<file path="src/rtl/fetch_stage.sv">
// fetch_stage: instruction fetch stage between the program counter and decode.
// Drives the combinational code ROM from the PC. Captures the returned word into
// a single output slot with a valid/ready handshake. Follows control-flow
// redirects, and stops fetching after a misaligned-address fault until the next
// redirect.
module fetch_stage #(
    parameter int unsigned            ADDR_WIDTH = 64,
    parameter int unsigned            DATA_WIDTH = 32,
    parameter logic [ADDR_WIDTH-1:0]  RESET_PC   = '0
) (
    input  logic                  clk_i,
    input  logic                  rst_i,
    output logic [ADDR_WIDTH-1:0] rom_addr_o,
    input  logic [DATA_WIDTH-1:0] rom_data_i,
    input  logic                  rom_illegal_i,
    input  logic                  redirect_valid_i,
    input  logic [ADDR_WIDTH-1:0] redirect_pc_i,
    output logic                  inst_valid_o,
    input  logic                  inst_ready_i,
    output logic [DATA_WIDTH-1:0] inst_o,
    output logic [ADDR_WIDTH-1:0] inst_pc_o,
    output logic                  inst_fault_o,
    output logic [63:0]           fetch_count_o
);

    typedef enum logic {
        RUN,
        HALT
    } state_t;

    state_t                state_q, state_d;
    logic [ADDR_WIDTH-1:0] pc_q, pc_d;
    logic                  valid_q, valid_d;
    logic [DATA_WIDTH-1:0] inst_q, inst_d;
    logic [ADDR_WIDTH-1:0] inst_pc_q, inst_pc_d;
    logic                  fault_q, fault_d;
    logic [63:0]           count_q, count_d;

    logic                  load;
    logic                  handshake;

    // The slot can accept a new word when it is empty or is being drained this cycle.
    assign load      = !valid_q || inst_ready_i;
    assign handshake = valid_q && inst_ready_i;

    // Next-state logic: redirect overrides fetch; a faulting fetch parks the FSM in HALT.
    always_comb begin
        // NOTE: every next-state signal takes its held value first, so no path through
        // the case/if tree leaves a signal unassigned and infers a latch.
        state_d   = state_q;
        pc_d      = pc_q;
        valid_d   = valid_q;
        inst_d    = inst_q;
        inst_pc_d = inst_pc_q;
        fault_d   = fault_q;
        // A handshake that coincides with a redirect is still counted.
        count_d   = count_q + {63'd0, handshake};

        if (redirect_valid_i) begin
            pc_d    = redirect_pc_i;
            valid_d = 1'b0;
            state_d = RUN;
        end else begin
            unique case (state_q)
                RUN: begin
                    if (load) begin
                        valid_d   = 1'b1;
                        inst_d    = rom_data_i;
                        inst_pc_d = pc_q;
                        fault_d   = rom_illegal_i;
                        if (rom_illegal_i) begin
                            state_d = HALT;
                        end else begin
                            // Wraps silently from the top of the address space to zero.
                            pc_d = pc_q + ADDR_WIDTH'(4);
                        end
                    end
                end
                HALT: begin
                    if (handshake) begin
                        valid_d = 1'b0;
                    end
                end
                default: state_d = RUN;
            endcase
        end
    end

    // State register with synchronous reset; reset takes priority over any redirect.
    always_ff @(posedge clk_i) begin
        // NOTE: sequential state uses non-blocking assignments, so every register
        // samples the values from before this edge, whatever the statement order.
        if (rst_i) begin
            state_q   <= RUN;
            pc_q      <= RESET_PC;
            valid_q   <= 1'b0;
            inst_q    <= '0;
            inst_pc_q <= '0;
            fault_q   <= 1'b0;
            count_q   <= '0;
        end else begin
            state_q   <= state_d;
            pc_q      <= pc_d;
            valid_q   <= valid_d;
            inst_q    <= inst_d;
            inst_pc_q <= inst_pc_d;
            fault_q   <= fault_d;
            count_q   <= count_d;
        end
    end

    // All outputs come straight from registers; no input reaches an output combinationally.
    assign rom_addr_o    = pc_q;
    assign inst_valid_o  = valid_q;
    assign inst_o        = inst_q;
    assign inst_pc_o     = inst_pc_q;
    assign inst_fault_o  = fault_q;
    assign fetch_count_o = count_q;

endmodule

</file>
<file path="config.mk">
export PLATFORM = sky130hd
export DESIGN_NAME = fetch_stage
export DESIGN_NICKNAME = d
export VERILOG_FILES = /design/src/rtl/fetch_stage.sv
export SDC_FILE = /design/constraint.sdc
export NUM_CORES = 1
export LEC_CHECK = 0
export CORE_MARGIN = 10
export CORE_UTILIZATION = 39
export CTS_CLUSTER_SIZE = 16
export DETAILED_ROUTE_END_ITERATION = 8
export PLACE_DENSITY = 0.79
export RECOVER_POWER = 25
export SLEW_MARGIN = 20
export SYNTH_ARGS = -nofsm -noshare
export SYNTH_HDL_FRONTEND = slang
export SYNTH_SLANG_ARGS = --single-unit
export TNS_END_PERCENT = 30
</file>
<file path="constraint.sdc">
create_clock -name clk_i -period 3.3 [get_ports clk_i]
set_input_delay 0.66 -clock clk_i [delete_from_list [all_inputs] [get_ports clk_i]]
set_output_delay 0.66 -clock clk_i [all_outputs]
set_load 0.005 [all_outputs]
</file>
# After elaboration in Yosys (flattened, before gate mapping)
# Index checks and enable logic that the tools add are counted.
totals:
  register_bits: 227
  input_bits: 101
  output_inout_bits: 226
  elab_cells: 33
op_classes:
  addsub: 2
  eq_ne: 4
  mux: 10
  n_bitwise: 2
  reduce_logical: 8
ops:
  columns: ["operator", "n"]
  rows:
  - ["64-bit two-way mux", 4]
  - ["64-bit by 1-bit adder with 64-bit output", 1]
  - ["64-bit by 3-bit adder with 64-bit output (second input constant)", 1]
  - ["3-bit AND reduction", 2]
  - ["1-bit two-way mux", 5]
  - ["2-bit by 1-bit != test with 1-bit output (second input constant)", 2]
  - ["2-bit != test (second input constant)", 2]
  - ["1-bit inverter", 2]
  - ["1-bit case mux with 2 select lines", 1]
  - ["2-bit AND reduction", 1]
  - ["2-bit nonzero test", 1]
  - ["2-bit OR reduction", 1]
  - ["1-bit logical AND", 1]
  - ["1-bit logical NOT", 1]
  - ["1-bit logical OR", 1]

# Longest topological paths before layout
# Gate-level depths: netlist of the first run.
depth:
  word_depth: 5
  mapped_depth: 11
  depth_no_buf: 8

# Worst setup path after synthesis of the first run
# No wires, ideal clock.
synth_path:
  path_kind: "input-to-reg"
  startpoint: "input port inst_ready_i"
  endpoint: "register count_q[46], in the netlist fetch_count_o[46]"
  setup_time_ns: 0.070
  arrival_time_ns: 2.869
  required_ns: 3.230
  setup_slack_ns: 0.361
  path_stages: 10
  path_cell_list: "and2_1 > ha_1 > ha_1 > nand2_1 > or4_1 > buf_2 > or2_1 > buf_6 > or4_1 > a21oi_1"
synth_between:
  elab_chain_cells: 2
synth_lines:
  columns: ["element", "line", "rtl"]
  rows:
  - ["start, declared", "19", "input logic inst_ready_i,"]
  - ["1-bit logical AND", "44", "assign handshake = valid_q && inst_ready_i;"]
  - ["64-bit by 1-bit adder with 64-bit output", "57", "count_d = count_q + {63'd0, handshake};"]
  - ["end signal, assigned", "108", "count_q <= count_d;"]
  - ["end, declared", "37", "logic [63:0] count_q, count_d;"]
# Every way passes these cells.
# A chain may end at the register's enable or synchronous reset.

# Worst setup path after layout of the first run
layout_path:
  startpoint: "input port inst_ready_i"
  endpoint: "register count_q[56], in the netlist fetch_count_o[56]"
# Same word-level chain as after synthesis.

==> impl_metrics.ini, run 1 <==
[placement]
gp_congestion = 0.846
dp_hpwl_mm = 27.7
place.port_buffers = 326

[yosys]
async_flop_share_pct = 0
synth-xor-area-share_pct = 5.48
synthDistinctLibCells = 54
synth_fa_ha_area_share_pct = 0.367
ys_warn_count = 0
muxShareOfSynthArea_pct = 0.404
synth_top_family_by_area = simple AND/OR/NAND/NOR gates
synth-compound-area-share_pct = 14.8
synth_edf_count = 0
synth_flop_cell = dfxtp_1
postSynthNetCount = 1387
ys_ff_latch = 227
syn-instance-count = 1283
avgSynthCellArea_um2 = 7.97
synth_area_mm2 = 0.0102
synth-simple-area-share_pct = 30.2
ys_seq_area_share_pct = 44.4

[worst_setup_path]
worstSetupEndpoint = fetch_count_o[56]
critical_path_arrival_ns = 3.45
worstPathRequired_ns = 3.75
slowest_delay_ns = 0.57
rr_startpoint = inst_valid_o
cp-end-kind = flop
start_kind = input port
cp_slowest_cell = dlygate4sd3_1
r2r_setup_slack_ns = 0.49
r2r_end = fetch_count_o[56]
worstSetupPathType = input port to flop
reg2reg_depth = 8
critical_path.max_fanout = 15
worstPathCellList = dlygate4sd3_1 > and2_1 > ha_1 > ha_1 > nand2_1 > or4_1 > or2_1 > or4_1 > a21oi_1
crit_start = inst_ready_i

[floorplan]
die-width_um = 182
pin_count = 327
coreArea_mm2 = 0.0259
initial_utilization_pct = 39.5
rows = 59
die_height_um = 182
dieArea_mm2 = 0.0331

[sta]
tightest_slew_ns = 2.22
clock_skew_ns = 0.0101
max_clock_freq_ghz = 0.333
fin_tns_setup_ns = 0
hold_slack_ns = 0.451
period_minus_slack_ns = 3.00
max_slew_margin_pct = -48.1
drv_slew = 50
setup_viol = 0
period_share_pct = 91.0
hold_viol = 0
rsz0062_at_grt = false

[global_route]
grt_max_degree = 76
grt_pass1_wl_mm = 58.3
grt.overflow.total = 0
antenna_found_initial = 4
grt_use_total_pct = 21.3
grt_pass1_vias = 10533

[clocking]
cts.clk_slew.worst_paths_ns = 0.06
clock-sinks = 227
cts_root_buf = clkbuf_16
postCtsHoldBufs = 0
cts_setup_buffers = 0
cts_resized = 0
clock_path_buffers = 3
clk-insertion-delay-late_ns = 0.53
htreeDepth = 1
cts_tree = built
cts_made_buffers = 27

[drt]
route.vias.total = 10870
drt_pass1_iterations = 5
ant_nets = 0
drt_iter0_markers = 703
post_drt_wl_per_cell_um = 19.3
vias_per_cell = 5.59
drc = 0
routed_wl_mm = 37.6

[status]
violations = max-capacitance violations, max-slew violations
run_status = finished with violations

[worst_hold_path]
hold_path.class = flop to flop

[power_and_ir_drop]
total_leakage_power_nw = 5.06
p_total_w = 0.00672
cellPowerDensity_mw_per_mm2 = 455
ir_worst_vdd_mv = 0.398

[job]
drv_cap = 1

[cells_and_area]
final_net_count = 1693
area_growth_syn_to_layout_pct = 44.2
nFillCells = 2337
drive_gt1_share_pct = 5.04
final_util_pct = 56.9
-- Yosys cell counts (2+ instances only) --
library cell,instances,share of area (%)
o31ai_1,24,1.8
a211oi_1,22,1.6
nor4b_1,6,0.51
nand3_1,46,2.3
nor3_1,25,1.2
xnor2_1,29,2.5
inv_1,25,0.92
or3_1,19,1.2
o211ai_1,5,0.37
or2_1,3,0.18
a31oi_1,2,0.12
buf_1,8,0.29
nor4bb_1,2,0.20
and2_1,6,0.37
nor2b_1,7,0.43
a21oi_1,127,6.2
a311oi_1,23,2.0
and4_1,14,1.2
nor2_1,106,3.9
a221oi_1,2,0.17
a32oi_1,2,0.17
a2111oi_0,9,0.77
ha_1,3,0.37
dfxtp_1,227,44
buf_2,7,0.34
o311ai_0,2,0.17
o311a_1,2,0.20
mux2i_1,3,0.29
nand2b_1,4,0.24
clkbuf_1,69,2.5
o21ai_0,17,0.83
or4_1,34,2.5
nor4_1,23,1.4
or2_2,2,0.12
xor2_1,35,3.0
nor3b_1,2,0.15
nand2_1,258,9.5
and3_1,16,0.98
nand4_1,52,3.2
-- logic make-up (layout without fill, tap and decap cells) --
family,after synthesis,in the layout
fa+ha+maj,3,3
mux,4,4
compound gates,242,242
simple gates,631,631
xor+xnor,64,64
flops,227,227
buf+inv,112,436
other cells,0,2
-- layout by cell type, fill, tap and decap left out, drive strengths merged, types with 4 or more instances in the layout --
cell,count
a211oi,22
and2,6
o211ai,5
dfxtp,227
inv,27
nand4,53
xor2,35
o31ai,24
buf,31
clkinv,5
clkbuf,44
or3,19
a2111oi,9
nand2,258
or2,5
o21ai,17
a311oi,23
nor4,24
a21oi,127
and3,16
nand2b,4
nor2b,7
nor2,106
nor4b,6
and4,14
or4,34
dlygate4sd3,38
nor3,26
xnor2,29
clkdlybuf4s50,286
nand3,46
-- worst min-delay path by stage --
| stage | startpoint | endpoint | slack (ns) | cells after the start |
|---|---|---|---|---|
| floorplan | inst_o[0] | inst_o[0] | 0.45 | 2 |
| global placement | inst_pc_o[35] | inst_pc_o[35] | 0.44 | 2 |
| detailed placement | inst_o[10] | inst_o[10] | 0.45 | 2 |
| CTS | inst_o[10] | inst_o[10] | 0.45 | 2 |
| global route | inst_o[30] | inst_o[30] | 0.47 | 2 |
| finish | inst_pc_o[20] | inst_pc_o[20] | 0.45 | 2 |
-- flip-flops by register name, summed over array words and instances, names as in the netlist --
| signal | cells |
|---|---|
| inst_o | 32 |
| inst_pc_o | 64 |
| fetch_count_o | 64 |
| inst_valid_o | 1 |
| rom_addr_o | 64 |
| inst_fault_o | 1 |
| state_q | 1 |
-- power breakdown --
| group | switching (W) | total, W | internal, W |
|---|---|---|---|
| registers | 0.000137 | 0.00299 | 0.00286 |
| logic | 0.000326 | 0.000721 | 0.000395 |
| clock network | 0.00119 | 0.00300 | 0.00182 |
| total | 0.00165 | 0.00672 | 0.00507 |
-- critical path: cells and delay by family --
kind | cells | cell delay (ns)
AOI/OAI and AO/OA | 1 | 0.16
adders and majority gates | 2 | 0.34
buffers and inverters | 1 | 0.57
and+or+nand+nor | 5 | 1.72
-- area by class of cell --
| type | instances | area, um^2 | area share, % |
|---|---|---|---|
| multi-input cells | 944 | 5250 | 35.6 |
| flip-flops and latches | 227 | 4540 | 30.8 |
| repair buffers | 363 | 3550 | 24.0 |
| clock buffers | 36 | 749 | 5.08 |
| well taps | 335 | 419 | 2.84 |
| clock inverters | 11 | 139 | 0.942 |
| inverters | 26 | 97.6 | 0.662 |
| diodes | 2 | 5.00 | 0.0339 |
-- metrics by stage --
stage | cell area, um^2 | setup WS, ns | instances
2_1_floorplan | 10200 | 0.361 | 1283
3_3_place_gp | 13900 | -0.0337 | 1895
3_5_place_dp | 13900 | -0.157 | 1895
4_1_cts | 14800 | 0.406 | 1942
5_1_grt | 14700 | 0.159 | 1942
6_report | 14800 | 0.297 | 1944
-- metal layers --
metal  vias up  GRT usage, %  wire [um]
met2       477          34.9      17600
li1       5189             -          -
met4         4          6.83        996
met5         -             0         27
met3        61          8.25       4350
met1      5139          25.1      14600
No activity file was read; power rests on OpenSTA's default activity.
==> run 2, diff against run 1 <==
--- a/config.mk
+++ b/config.mk
@@ -9,6 +9,7 @@
 export CORE_UTILIZATION = 39
 export CTS_CLUSTER_SIZE = 16
 export DETAILED_ROUTE_END_ITERATION = 8
+export GPL_ROUTABILITY_DRIVEN = 0
 export PLACE_DENSITY = 0.79
 export RECOVER_POWER = 25
 export SLEW_MARGIN = 20
==> results of run 2 <==
Final layout, timing and power as in run 1 (identical DEF).
